## src/rtl/instruction_encoder.sv

```systemverilog
// RV32I field packer: assembles an instruction word from its fields and a format select,
// then buffers the word in a small valid/ready FIFO for the fetch-side consumers.
module instruction_encoder #(
    parameter int XLEN              = 32,
    parameter int REG_FILE_DEPTH    = 32,
    parameter int REG_FILE_ADDR_LEN = $clog2(REG_FILE_DEPTH),
    parameter int FIFO_DEPTH        = 2
) (
    input  logic                         clk,
    input  logic                         rst_n,
    input  logic                         in_valid,
    output logic                         in_ready,
    input  logic [2:0]                   fmt,
    input  logic [6:0]                   opcode,
    input  logic [2:0]                   funct3,
    input  logic [6:0]                   funct7,
    input  logic [REG_FILE_ADDR_LEN-1:0] rd,
    input  logic [REG_FILE_ADDR_LEN-1:0] rs1,
    input  logic [REG_FILE_ADDR_LEN-1:0] rs2,
    input  logic [XLEN-1:0]              imm,
    output logic                         out_valid,
    input  logic                         out_ready,
    output logic [XLEN-1:0]              instr,
    output logic                         fmt_err,
    output logic [7:0]                   err_count
);

    localparam int PTR_W = (FIFO_DEPTH > 1) ? $clog2(FIFO_DEPTH) : 1;
    localparam int CNT_W = $clog2(FIFO_DEPTH + 1);

    localparam logic [2:0] FMT_R = 3'd0;
    localparam logic [2:0] FMT_I = 3'd1;
    localparam logic [2:0] FMT_S = 3'd2;
    localparam logic [2:0] FMT_B = 3'd3;
    localparam logic [2:0] FMT_U = 3'd4;
    localparam logic [2:0] FMT_J = 3'd5;

    logic [XLEN-1:0]  mem [FIFO_DEPTH];
    logic [PTR_W-1:0] wr_ptr;
    logic [PTR_W-1:0] rd_ptr;
    logic [CNT_W-1:0] count;
    logic [XLEN-1:0]  encoded;
    logic             fmt_legal;
    logic             full;
    logic             accept;
    logic             push;
    logic             pop;

    // Field placement; illegal formats produce a word that is never pushed.
    always_comb begin
        encoded   = '0;
        fmt_legal = 1'b1;
        case (fmt)
            FMT_R: encoded = {funct7, rs2, rs1, funct3, rd, opcode};
            FMT_I: encoded = {imm[11:0], rs1, funct3, rd, opcode};
            FMT_S: encoded = {imm[11:5], rs2, rs1, funct3, imm[4:0], opcode};
            FMT_B: encoded = {imm[12], imm[10:5], rs2, rs1, funct3, imm[4:1], imm[11], opcode};
            FMT_U: encoded = {imm[31:12], rd, opcode};
            FMT_J: encoded = {imm[20], imm[10:1], imm[11], imm[19:12], rd, opcode};
            default: fmt_legal = 1'b0;
        endcase
    end

    assign full      = (count == CNT_W'(FIFO_DEPTH));
    assign in_ready  = !full;
    assign out_valid = (count != '0);
    assign accept    = in_valid && in_ready;
    assign push      = accept && fmt_legal;
    assign pop       = out_valid && out_ready;
    assign instr     = mem[rd_ptr];

    always_ff @(posedge clk or negedge rst_n) begin
        if (!rst_n) begin
            for (int i = 0; i < FIFO_DEPTH; i++) begin
                mem[i] <= '0;
            end
            wr_ptr <= '0;
            rd_ptr <= '0;
            count  <= '0;
        end else begin
            if (push) begin
                mem[wr_ptr] <= encoded;
                wr_ptr      <= wr_ptr + 1'b1;
            end
            if (pop) begin
                rd_ptr <= rd_ptr + 1'b1;
            end
            if (push && !pop) begin
                count <= count + 1'b1;
            end else if (pop && !push) begin
                count <= count - 1'b1;
            end
        end
    end

    // Error reporting: pulse follows the accept edge, counter saturates at 255.
    always_ff @(posedge clk or negedge rst_n) begin
        if (!rst_n) begin
            fmt_err   <= 1'b0;
            err_count <= '0;
        end else begin
            fmt_err <= accept && !fmt_legal;
            if (accept && !fmt_legal && (err_count != 8'hFF)) begin
                err_count <= err_count + 8'd1;
            end
        end
    end

endmodule
```

## config.mk

```make
export PLATFORM = sky130hd
export DESIGN_NAME = instruction_encoder
export DESIGN_NICKNAME = d
export VERILOG_FILES = /design/src/rtl/instruction_encoder.sv
export SDC_FILE = /design/constraint.sdc
export NUM_CORES = 1
export LEC_CHECK = 0
export CAP_MARGIN = 20
export CORE_UTILIZATION = 45
export CTS_CLUSTER_DIAMETER = 40
export CTS_CLUSTER_SIZE = 14
export DETAILED_ROUTE_END_ITERATION = 8
export PLACE_DENSITY = 0.81
export SETUP_SLACK_MARGIN = 0.1
export SLEW_MARGIN = 20
export SYNTH_ARGS = -nofsm -noshare
export SYNTH_HDL_FRONTEND = slang
export SYNTH_SLANG_ARGS = --single-unit
```

## constraint.sdc

```tcl
create_clock -name clk -period 2.7 [get_ports clk]
set_input_delay 0.405 -clock clk [delete_from_list [all_inputs] [get_ports clk]]
set_output_delay 0.405 -clock clk [all_outputs]
set_load 0.005 [all_outputs]
```

# --- Yosys cells after proc, flatten, opt, wreduce, memory -nomap -nowiden ---
# Cells that the tools add are included.
word_totals:
  wordCells: 50
  output_inout_bits: 43
  reg_bits: 77
op_classes:
  n_eq_ne: 7
  n_reduce_logical: 16
  bitwise: 2
  n_mux: 10
  magnitude_cmp: 3
  add_sub_neg: 5
op_table:
  columns: ["op", "count"]
  rows:
  - ["$pmux W32 S6", 1]
  - ["$mux W32", 4]
  - ["$bwmux W64", 1]
  - ["$demux W32 S1", 1]
  - ["$add A8 B1 Y8 const B", 1]
  - ["$logic_and A1 B1 Y1", 8]
  - ["$ne A8 B8 Y1 const B", 1]
  - ["$eq A3 B2 Y1 const B", 2]
  - ["$eq A3 B3 Y1 const B", 2]
  - ["$reduce_or A6 Y1", 1]
  - ["$ge A2 B2 Y1 const B", 2]
  - ["$logic_not A1 Y1", 4]
  - ["$mux W2", 2]
  - ["$not A1 Y2", 2]
  - ["$reduce_bool A2 Y1", 2]
  - ["$eq A3 B1 Y1 const B", 1]
  - ["$logic_not A3 Y1", 1]
  - ["$add A1 B1 Y1 const B", 2]
  - ["$add A2 B1 Y2 const B", 1]
  - ["$eq A2 B2 Y1 const B", 1]
  - ["$lt A2 B1 Y1 const B", 1]
  - ["$sub A2 B1 Y2 const B", 1]
  - ["$mux W1", 1]

# --- Depth between registers and ports, before layout ---
logic_depth:
  depth_word: 8
  depth_mapped: 8

# --- Worst setup path before layout ---
# OpenSTA, ideal clock, no wires.
synth_timing:
  path_kind: "register to output"
  from: "register rd_ptr"
  to: "output instr[22]"
  stages_incl_launch_ff: 4
  setup_slack_ps: 1052
  arrival_time_ps: 1243
  path_buffers: 2
  t_required_ps: 2295
  path_cell_list: "dfrtp_1 -> clkbuf_1 -> clkbuf_1 -> mux2_2"
synth_via:
  elab_chain_cells: 4
synth_lines:
  columns: ["item", "line", "source"]
  rows:
  - ["start, declared", "40", "logic [PTR_W-1:0] rd_ptr;"]
  - ["start signal, assigned", "86", "rd_ptr <= rd_ptr + 1'b1;"]
  - ["$not A1 Y2 (implied by the code)", "70", "assign instr = mem[rd_ptr];"]
  - ["$mux W32 (implied by the code) (3 in series)", "70", null]
  - ["end, declared", "23", "output logic [XLEN-1:0] instr,"]
# Every way passes these cells. The select of a mux whose other input is x is not followed.

# --- Worst setup path after layout ---
layout_timing:
  from: "register rd_ptr"
  to: "output instr[24]"
# Same word-level chain as after synthesis.

==> flow_metrics.tcl <==
set metrics [dict create \
    clk_pin_slew_ps 80 \
    power_density_nw_per_um2 987.9 \
    ys.flop_type "dfrtp_1" \
    synth-edff-count 0 \
    worstPathRequired_ps 2300 \
    outcome "complete, no violations" \
    setup-violations-final 0 \
    crit_type "flip-flop to primary output" \
    synth.ff_latch_count 77 \
    insertion_delay_ps 350 \
    core_um2 8258 \
    async_reset_ff_share_pct 100.0 \
    finalHoldViolCount 0 \
    post-route-util_pct 64.05 \
    hp-class "input port to async pin" \
    cts_max_level 3 \
    layout_common_cells "112 x clkdlybuf4s50_1, 77 x dfrtp_1, 73 x nand2_1, 59 x o21ai_0, 48 x mux2_2" \
    fp.dieW_um 94.45 \
    rows 33 \
    final_nets 557 \
    dpl.hpwl_um 6865 \
    firstDrtPassIters 4 \
    seq_area_frac_synth_pct 50.10 \
    yosys.area.top_type "dfrtp_1" \
    track_usage_pct 22.01 \
    relSlewSlack_pct 37.53 \
    ios 114 \
    clockRootBuffer "clkbuf_8" \
    yosysTopAreaCellShare_pct 50.10 \
    die_height_um 94.45 \
    hold_ws_ps 200.7 \
    synthesis.nets 451 \
    ant_nets 0 \
    clock-sinks 77 \
    grt_pass1_vias 3093 \
    clock_path_buffers 2 \
    antennaDiodeCount 0 \
    leakagePower_nw 2.317 \
    critPathLaunchType "flip-flop" \
    grt_max_degree 78 \
    tns_ps 0 \
    gp_congestion 0.7791 \
    vias 3186 \
    grt.overflow.total 0 \
    start_util_pct 46.58 \
    avgSynthCellArea_um2 10.18 \
    cts_resized 0 \
    path_max_fanout 30 \
    yosys_warnings 0 \
    finalMaxSlewViolations 0 \
    wl_per_cell_um 15.92 \
    final_common_cell "clkdlybuf4s50_1" \
    worst_pin_slew_ps 937.1 \
    cts_hold_buf 0 \
    skew_ps 7.833 \
    drt_iter0_drc 182 \
    fin_crit_sh_pct 85.69 \
    antenna_found_initial 0 \
    wl_um 9457 \
    viasPerCell 5.364 \
    rsz0062_at_grt "no" \
    min_period_ps 2314 \
    dieArea_um2 8921 \
    synth.cell_area_um2 3846 \
    synth_cell_type_count 36 \
    cts_tree "done" \
    end_kind "primary output" \
    peakVddDrop_mv 0.5056 \
    synthCells 378 \
    arrival_ps 1910 \
    fin_cells 594 \
    cap_violations 0 \
    area_growth_pct 37.51 \
    cts_made_buffers 9 \
    drive_gt1_share_pct 15.95 \
    post-place-cells 578 \
    drc 0 \
    grt_pass1_wl_um 14980 \
    power_w 0.005225 \
    cts_setup_buffers 0 \
    synth_area_leaders "dfrtp_1 50%, mux2_2 14%, o21ai_0 7.7%, nand2_1 7.1%, mux2i_1 2.3%" \
    port_buffers 113 \
    fmax_ghz 0.4322 \
]
[synth_stat cells (3+ instances only)]
cell,count
nor2_1,3
clkbuf_1,14
dfrtp_1,77
mux2i_1,9
nor2b_1,11
nand2b_1,3
xor2_1,3
o21ai_0,59
xnor2_1,3
mux2_2,48
a31oi_1,3
nand4_1,4
a22oi_1,9
nand2_1,73
inv_1,5
a21oi_1,15
a22o_1,10
buf_2,9
[state kept, by name, indices dropped and copies added (netlist names)]
register / cells
rd_ptr: 1
count: 2
err_count: 8
wr_ptr: 1
mem: 64
fmt_err: 1
[final timing paths]
kind	depth (start not counted)	endpoint	slack [ps]	startpoint
worst max register to register	6	mem[3]	810	count[1]
worst min-delay path	1	err_count[1]	200	rst_n
worst min register to register	2	mem[4]	480	mem[4]
max in group asynchronous	1	mem[6]	1900	rst_n
min in group clk	2	mem[4]	480	mem[4]
worst max-delay path	3	instr[24]	390	rd_ptr
[cells by family (layout without fill, tap and decap cells)]
group                      after synthesis  count (layout)  share of synthesized area (%)
and+or+nand+nor                        104             104                          12.78
AOI/OAI and AO/OA                       99              99                          14.70
DFF                                     77              77                          50.10
muxes                                   58              58                          16.69
buffers and inverters                   32             143                          3.708
xor gates and xnor gates                 6               6                          1.367
adders and majority gates                2               2                         0.6505
[metrics by stage]
step | worst slack (ps) | cell area, um^2
after global routing | 322.8 | 5289
after detailed placement | 218.5 | 5084
after global placement | 311.6 | 5084
final | 386.3 | 5289
after floorplan | 1052 | 3846
after CTS | 363.4 | 5289
[where the power goes]
part	switching [W]	internal, W	total (W)
Clock	0.000450	0.000440	0.000890
Sequential	0.000303	0.00167	0.00197
Combinational	0.000942	0.00142	0.00236
Total	0.00170	0.00353	0.00522
[critical path, stage by stage (launching register included)]
cell and delay (ps):
dfrtp_1 460, buf_12 240, mux2_2 390, clkdlybuf4s50_1 460
[layout make-up]
type                            count  area (um^2)
Tap cell                          105        131.4
Multi-Input combinational cell    269         1777
Timing Repair Buffer              121         1226
Inverter                            6        22.52
Clock buffer                        9        123.9
Sequential cell                    77         1927
Fill cell                         665         2969
Clock inverter                      7        81.33
[per-layer routing]
layer | track usage (%) | wire, um | up-vias
li1 | - | - | 1534
met1 | 28.26 | 3810 | 1538
met2 | 36.84 | 4941 | 101
met3 | 4.348 | 540 | 13
met4 | 8.333 | 164 | 0
met5 | 0 | 0 | -
Note: power is estimated with default switching activity, not from simulation.
